$ cat config.mk
export PLATFORM = sky130hd
export DESIGN_NAME = ws2812b_rx_periph
export DESIGN_NICKNAME = d
export VERILOG_FILES = /design/src/rtl/ws2812b_rx_periph.sv
export SDC_FILE = /design/constraint.sdc
export NUM_CORES = 1
export LEC_CHECK = 0
export BUFFER_PORTS_ARGS = -buffer_cell sky130_fd_sc_hd__buf_2
export CAP_MARGIN = 20
export CORE_MARGIN = 4
export CORE_UTILIZATION = 30
export CTS_BUF_LIST = sky130_fd_sc_hd__clkbuf_4
export DETAILED_ROUTE_END_ITERATION = 12
export HOLD_SLACK_MARGIN = 0.02
export PLACE_DENSITY = 0.51
export SETUP_SLACK_MARGIN = 0.02
export SYNTH_ARGS = -nofsm -noshare
export SYNTH_HDL_FRONTEND = slang
export SYNTH_SLANG_ARGS = --single-unit
$ cat constraint.sdc
create_clock -name clk -period 3.83 [get_ports clk]
set_input_delay 0.5745 -clock clk [delete_from_list [all_inputs] [get_ports clk]]
set_output_delay 0.5745 -clock clk [all_outputs]
set_load 0.05 [all_outputs]
$ cat src/rtl/ws2812b_rx_periph.sv
// WS2812B serial receiver peripheral: decodes 24-bit GRB pixels from DIN into readable holding registers.
// Optional chain pass-through of DIN while forwarding is enabled by defining WS2812B_RX_FWD_EN.
`timescale 1ns/1ps
module ws2812b_rx_periph #(
  parameter int RESET_CYCLES = 3200,
  parameter int THRESH_RST   = 38
) (
  input  logic       clk,
  input  logic       rst_n,
  input  logic [7:0] ui_in,
  input  logic [3:0] address,
  input  logic       data_write,
  input  logic [7:0] data_in,
  output logic [7:0] data_out,
  output logic [7:0] uo_out
);

  localparam logic [11:0] GAP = 12'(RESET_CYCLES);
  localparam logic [7:0]  TH0 = 8'(THRESH_RST);

  typedef enum logic [2:0] {IDLE, HIGH, LOW, FWD, ERR} state_t;

  state_t      state_q, state_d;
  logic        din_q, din_d;
  logic [23:0] sr_q, sr_d;
  logic [4:0]  bitcnt_q, bitcnt_d;
  logic [7:0]  hcnt_q, hcnt_d;
  logic [11:0] lcnt_q, lcnt_d;
  logic [7:0]  g_q, g_d, r_q, r_d, b_q, b_d;
  logic        valid_q, valid_d, ovr_q, ovr_d, err_q, err_d;
  logic [7:0]  thresh_q, thresh_d;
  logic [7:0]  fcnt_q, fcnt_d;

  logic        din, rise, fall, bit_v, hw_valid, hw_err, wr_stat, busy, dout;
  logic [23:0] sr_shift;
  logic        unused_ui;

  assign din       = ui_in[1];
  assign unused_ui = ^{ui_in[7:2], ui_in[0]};
  assign rise      = din & ~din_q;
  assign fall      = ~din & din_q;
  assign bit_v     = hcnt_q > thresh_q;
  assign sr_shift  = {sr_q[22:0], bit_v};
  assign wr_stat   = data_write && (address == 4'd3);
  assign busy      = (state_q == HIGH) || (state_q == LOW) || (state_q == FWD);

  always_comb begin
    state_d  = state_q;
    din_d    = din;
    sr_d     = sr_q;
    bitcnt_d = bitcnt_q;
    hcnt_d   = hcnt_q;
    lcnt_d   = lcnt_q;
    g_d      = g_q;
    r_d      = r_q;
    b_d      = b_q;
    fcnt_d   = fcnt_q;
    hw_valid = 1'b0;
    hw_err   = 1'b0;
    case (state_q)
      IDLE: begin
        if (rise) begin
          state_d  = HIGH;
          hcnt_d   = 8'd1;
          bitcnt_d = 5'd0;
        end
      end
      HIGH: begin
        if (fall) begin
          sr_d     = sr_shift;
          bitcnt_d = bitcnt_q + 5'd1;
          lcnt_d   = 12'd1;
          if (bitcnt_q == 5'd23) begin
            // Full pixel: latch from the freshly shifted word so bit 0 is included.
            g_d      = sr_shift[23:16];
            r_d      = sr_shift[15:8];
            b_d      = sr_shift[7:0];
            fcnt_d   = fcnt_q + 8'd1;
            hw_valid = 1'b1;
            state_d  = FWD;
          end else begin
            state_d = LOW;
          end
        end else if (hcnt_q == 8'd254) begin
          hcnt_d  = 8'd255;
          lcnt_d  = 12'd0;
          hw_err  = 1'b1;
          state_d = ERR;
        end else begin
          hcnt_d = hcnt_q + 8'd1;
        end
      end
      LOW: begin
        if (rise) begin
          state_d = HIGH;
          hcnt_d  = 8'd1;
        end else if (lcnt_q == GAP) begin
          state_d = IDLE;
          lcnt_d  = 12'd0;
        end else begin
          lcnt_d = lcnt_q + 12'd1;
        end
      end
      FWD, ERR: begin
        if (lcnt_q == GAP) begin
          state_d = IDLE;
          lcnt_d  = 12'd0;
        end else if (din) begin
          lcnt_d = 12'd0;
        end else begin
          lcnt_d = lcnt_q + 12'd1;
        end
      end
      default: state_d = IDLE;
    endcase

    // Hardware set wins over a software clear in the same cycle.
    valid_d = hw_valid ? 1'b1 : ((wr_stat && data_in[0]) ? 1'b0 : valid_q);
    ovr_d   = (hw_valid && valid_q) ? 1'b1 : ((wr_stat && data_in[1]) ? 1'b0 : ovr_q);
    err_d   = hw_err ? 1'b1 : ((wr_stat && data_in[3]) ? 1'b0 : err_q);
    thresh_d = (data_write && (address == 4'd4)) ? data_in : thresh_q;
  end

  always_ff @(posedge clk or negedge rst_n) begin
    if (!rst_n) begin
      state_q  <= IDLE;
      din_q    <= 1'b0;
      sr_q     <= 24'd0;
      bitcnt_q <= 5'd0;
      hcnt_q   <= 8'd0;
      lcnt_q   <= 12'd0;
      g_q      <= 8'd0;
      r_q      <= 8'd0;
      b_q      <= 8'd0;
      valid_q  <= 1'b0;
      ovr_q    <= 1'b0;
      err_q    <= 1'b0;
      thresh_q <= TH0;
      fcnt_q   <= 8'd0;
    end else begin
      state_q  <= state_d;
      din_q    <= din_d;
      sr_q     <= sr_d;
      bitcnt_q <= bitcnt_d;
      hcnt_q   <= hcnt_d;
      lcnt_q   <= lcnt_d;
      g_q      <= g_d;
      r_q      <= r_d;
      b_q      <= b_d;
      valid_q  <= valid_d;
      ovr_q    <= ovr_d;
      err_q    <= err_d;
      thresh_q <= thresh_d;
      fcnt_q   <= fcnt_d;
    end
  end

  always_comb begin
    data_out = 8'd0;
    case (address)
      4'd0:    data_out = g_q;
      4'd1:    data_out = r_q;
      4'd2:    data_out = b_q;
      4'd3:    data_out = {4'b0, err_q, busy, ovr_q, valid_q};
      4'd4:    data_out = thresh_q;
      4'd5:    data_out = fcnt_q;
      default: data_out = 8'd0;
    endcase
  end

`ifdef WS2812B_RX_FWD_EN
  assign dout = din & (state_q == FWD);
`else
  assign dout = 1'b0;
`endif

  assign uo_out = {5'b0, valid_q, dout, 1'b0};

endmodule

### Word-level counts from Yosys, hierarchy flattened

Cells that the tools add are included.

| operators by class | value |
|---|---|
| equality and inequality tests | 18 |
| reductions and logical operators | 24 |
| $lt $le $gt $ge | 1 |
| bitwise logic cells | 4 |
| muxes and demuxes | 34 |
| $add $sub $neg | 4 |

Operators with widths:

| kind | number |
|---|---|
| two-way mux 12 bit | 6 |
| case mux 8 bit (6 select lines) | 1 |
| case mux 12 bit (3 select lines) | 1 |
| two-way mux 8 bit | 3 |
| adder 8 x 1 -> 8 bit, second input constant | 2 |
| case mux 8 bit (2 select lines) | 1 |
| two-way mux 3 bit | 5 |
| two-way mux 1 bit | 13 |
| adder 12 x 1 -> 12 bit, second input constant | 1 |
| == test 12 bit, second input constant | 1 |
| case mux 3 bit (4 select lines) | 1 |
| AND reduction 3 bit | 4 |
| two-way mux 5 bit | 2 |
| case mux 5 bit (2 select lines) | 1 |
| nonzero test 2 bit | 5 |
| == test 4 x 2 -> 1 bit, second input constant | 2 |
| == test 4 x 3 -> 1 bit, second input constant | 2 |
| == test 8 bit, second input constant | 1 |
| greater-than comparator 8 bit | 1 |
| != test 2 bit, second input constant | 4 |
| == test 3 x 2 -> 1 bit, second input constant | 2 |
| logical AND 1 bit | 6 |
| adder 5 x 1 -> 5 bit, second input constant | 1 |
| == test 5 bit, second input constant | 1 |
| 13 further kinds | 18 |

| storage, ports and cells | value |
|---|---|
| register bits | 95 |
| output and inout bits | 16 |
| input bits | 23 |
| word-level logic and storage cells | 99 |

### Longest topological paths before layout

| depth | value |
|---|---|
| word-level depth | 6 |
| gate-level depth with buffers | 8 |
| gate-level depth less buffers | 7 |

### Worst setup path after synthesis

No wires, ideal clock.

| timing | value |
|---|---|
| path kind | input port to output port |
| start | input port address[0] |
| end | output port data_out[0] |
| cell stages on the path | 4 |
| required time | 3256 ps |
| slack | 1374 ps |
| data arrival time | 1881 ps |
| buffers on the path | 1 |
| cell sequence | buf_2 > mux4_2 > a222oi_1 > inv_1 |

| on the way | value |
|---|---|
| longest elaborated chain between the ends | 2 |
| elaborated cells on any way between the ends | 7 |
| classes of those cells | eq/ne (5); mux (1); reduce/logical (1) |

RTL lines:

| item | line | RTL |
|---|---|---|
| start, declared | 11 | `input logic [3:0] address,` |
| == test 4 x 3 -> 1 bit (tied with other cells) | 160 | `case (address)` |
| case mux 8 bit (6 select lines) (*) | 160 |  |
| end, declared | 14 | `output logic [7:0] data_out,` |

Mark *: on every way between the ends. The rest lies on a longest branch, timed or not.

### Final worst setup path

| timing | value |
|---|---|
| start | register state_q[2] |
| end | output port data_out[2] |

| on the way | value |
|---|---|
| longest elaborated chain between the ends | 4 |
| elaborated cells on any way between the ends | 6 |
| classes of those cells | eq/ne (3); mux (1); reduce/logical (2) |

RTL lines:

| item | line | RTL |
|---|---|---|
| start, declared | 23 | `state_t state_q, state_d;` |
| start signal, assigned | 141 | `state_q <= state_d;` |
| == test 3 x 1 -> 1 bit or == test 3 x 2 -> 1 bit (tied branches) | 45 | `assign busy = (state_q == HIGH) \|\| (state_q == LOW) \|\| (state_q == FWD);` |
| logical OR 1 bit | 45 |  |
| logical OR 1 bit (*) | 45 |  |
| case mux 8 bit (6 select lines) (*) | 160 |  |

Marked as above.

==> run_results.csv <==
group,metric,value,unit
power_and_ir_drop,leakagePower,2.45,nW
floorplan,num_rows,45,
floorplan,io_pins,39,
placement,io_buffers,24,
final_layout,area_growth,9.78,%
clock_network,clk_pin_slew,0.17,ns
clock_network,htree_num_levels,3,
timing,timing.hold.ws,0.322,ns
floorplan,die_y,134,microns
synthesis,synth_area,4800,sq um
status,status,"completed",
worst_hold_path,hp-start,"data_in[1]",
detailed_routing,route.detailed.wl_per_inst,15.3,microns
timing,rsz0062_at_grt,"false",
clock_network,clockBufferDepth,2,
clock_network,clock_latency,0.45,ns
synthesis,synth.top_cell.area_share,48.0,%
worst_hold_path,hold_class,"input pin to flop",
setup_path,worstSetupStartpointType,"flop",
timing,setup_viol,0,
placement,gp_congestion,0.797,
final_layout,nNetsFinal,479,
grt,gr-usage-all-layers,11.9,%
clock_network,cts_tree,"done",
timing,hold_violations,0,
synthesis,async_flop_share,100,%
setup_path,reg2reg_depth,6,
setup_path,regToRegEndpoint,"fcnt_q[7]$_DFFE_PN0P_",
synthesis,synth_ff_type,"dfrtp_1",
clock_network,cts_resized,0,
setup_path,path_class,"flop to primary output",
setup_path,required,3.26,ns
worst_hold_path,hold_end,"thresh_q[1]$_DFFE_PN1P_",
floorplan,core_area,15400,sq um
grt,grt_pass1_wl,17200,microns
detailed_routing,routed-via-count,3255,
clock_network,cts_setup_buffers,0,
grt,grt_start_max_net_pins,44,
synthesis,yosys_warnings,0,
floorplan,start_util,31.1,%
synthesis,yosysTopAreaCell,"dfrtp_1",
timing,timing.final.ws_setup,1.11,ns
clock_network,cts_inserted_buffers,9,
worst_hold_path,whs_path_depth,3,
detailed_routing,drc,0,
setup_path,crit_arrival,2.15,ns
grt,antenna_found_initial,1,
detailed_routing,wirelength,10100,microns
synthesis,yosysUniqueCellTypes,54,
timing,tightest_slew,0.778,ns
clock_network,cts.sinks,95,
power_and_ir_drop,vdd_drop_max,0.160,mV
synthesis,synth-edff-count,0,
synthesis,ys_seq_area_share,49.6,%
grt,grt-ovfl-total,0,
synthesis,synth_area_leaders,"dfrtp_1 48%, mux2_2 12%, mux4_2 3.8%",
timing,finalSetupTns,0,ns
grt,grt_pass1_vias,3309,
detailed_routing,drt_iter0_markers,242,
setup_path,crit_path_end_kind,"primary output",
flow_run,maxCapViolCount,0,
placement,pre_cts_ws,1.12,ns
timing,finClkSkew,0.0184,ns
synthesis,avgSynthCellArea,11.5,sq um
synthesis,postSynthCellCount,417,
detailed_routing,dr.pass1.iters,4,
clock_network,clockRootBuffer,"clkbuf_4",
setup_path,r2r_setup_slack,1.54,ns
synthesis,ys_ff_latch,95,
timing,finalMaxSlewViolations,0,
placement,dp_hpwl,7180,microns
setup_path,reg2reg_from,"state_q[1]$_DFFE_PN0P_",
final_layout,drive_gt1_share,27.1,%
timing,post-route-period-util,71.0,%
floorplan,die_w,134,microns
timing,layout_min_cycle_time,2.72,ns
detailed_routing,ant_nets,0,
timing,max_freq,368,MHz
power_and_ir_drop,pwr_density_cell,446,nW/um^2
floorplan,die_area,18100,sq um
timing,slew-limit-headroom,48.0,%
final_layout,fin_util,34.1,%
setup_path,cp_max_fo,17,
detailed_routing,vias_per_cell,4.94,
critical path, cell delays in order (launching register included):
cell and delay [ns]:
dfrtp_1 0.83, nor2_1 0.21, a222oi_1 0.37, inv_1 0.08, buf_2 0.22
logic make-up after synthesis:
logic type                 count (synthesis)  synth area share (%)
and+or+nand+nor                          113                  12.9
DFF                                       95                  49.6
AOI/OAI and AO/OA                         79                  11.7
muxes                                     60                  16.0
buffers and inverters                     46                  4.46
adders and majority gates                 14                  3.65
xor gates and xnor gates                   9                  1.64
other                                      1                0.0782
per-stage QoR:
step           power, mW  cells  cell area [sq um]
5_1_grt             2.53    659               5270
2_1_floorplan       1.67    423               4820
3_3_place_gp        1.83    641               5130
4_1_cts             2.40    658               5260
3_5_place_dp        1.85    641               5130
6_report            2.35    659               5270
power breakdown:
group	switching (mW)	total, mW	internal [mW]
sequential	0.103	1.19	1.09
combinational	0.378	0.632	0.254
clock	0.373	0.521	0.148
what timing repair did:
item | CTS | global route
endpoints found under the setup margin | 0 | 0
hold endpoints to repair | 16 | 0
hold buffers | 1 | 0
sequential cells by signal, summed over array words and instances (netlist names):
signal / cells
r_q: 8
bitcnt_q: 5
b_q: 8
lcnt_q: 12
g_q: 8
valid_q: 1
din_q: 1
err_q: 1
sr_q: 23
ovr_q: 1
hcnt_q: 8
thresh_q: 8
fcnt_q: 8
state_q: 3
metal layers:
metal	share of wire, %	global-route usage, %
met4	1.1	4.02
met3	2.4	2.46
met5	0	0
met2	49	19.0
met1	48	16.3
worst max path at each step:
stage | from | end
after floorplan | address[0] | data_out[0]
after global placement | address[0] | data_out[0]
after detailed placement | address[0] | data_out[2]
after CTS | state_q[2]$_DFFE_PN0P_ | data_out[2]
after global routing | state_q[2]$_DFFE_PN0P_ | data_out[2]
final | state_q[2]$_DFFE_PN0P_ | data_out[2]
cell type report:
class / count / area, sq um
Clock inverter: 7 / 60.1
Inverter: 24 / 90.1
Clock buffer: 9 / 67.6
Tap cell: 211 / 264
Multi-Input combinational cell: 282 / 2230
Timing Repair Buffer: 30 / 170
Antenna cell: 1 / 2.50
Fill cell: 1560 / 10200
Sequential cell: 95 / 2380
cells in the mapped netlist, types with 2 or more instances:
cell type / n
dfstp_2: 3
nor3b_1: 3
xnor2_1: 5
a31oi_1: 2
a222oi_1: 4
nor2_1: 26
o22ai_1: 4
or2_2: 2
nand3_1: 14
o21ai_0: 28
nor2b_1: 4
or3_1: 2
mux2_2: 52
a21o_1: 4
nand2_1: 27
a211oi_1: 2
nand2_2: 2
ha_1: 14
mux4_2: 8
clkbuf_1: 4
o311ai_1: 2
buf_4: 8
a22o_1: 14
inv_1: 24
buf_2: 9
dfrtp_1: 92
and4_1: 2
xor2_1: 4
nand4_1: 5
nor3_1: 7
nor4bb_1: 2
and3_1: 3
a21oi_1: 11
nand2b_1: 4
layout by cell type (no fill, tap or decap), types with 2 or more instances in the layout:
cell type and instances:
nor4bb_1 2, o22ai_1 4, nor3_1 7, or2_2 2
mux4_2 8, mux2_2 52, o311ai_1 2, a22o_1 14
inv_6 3, a31oi_1 2, nor3b_1 3, nand4_1 5
and3_1 3, or3_1 2, a222oi_1 4, and4_1 2
inv_8 2, a21o_1 4, dfrtp_1 92, nand3_1 14
a21oi_1 11, ha_1 14, xor2_1 4, dfstp_2 3
nand2_1 27, nor2b_1 4, nor3_4 2, nand2b_1 4
buf_4 6, o21ai_0 28, conb_1 7, nand2_2 2
buf_2 23, nor2_1 26, clkbuf_4 9, inv_1 24
xnor2_1 5, a211oi_1 2
Power figures use the tool's default switching activity.
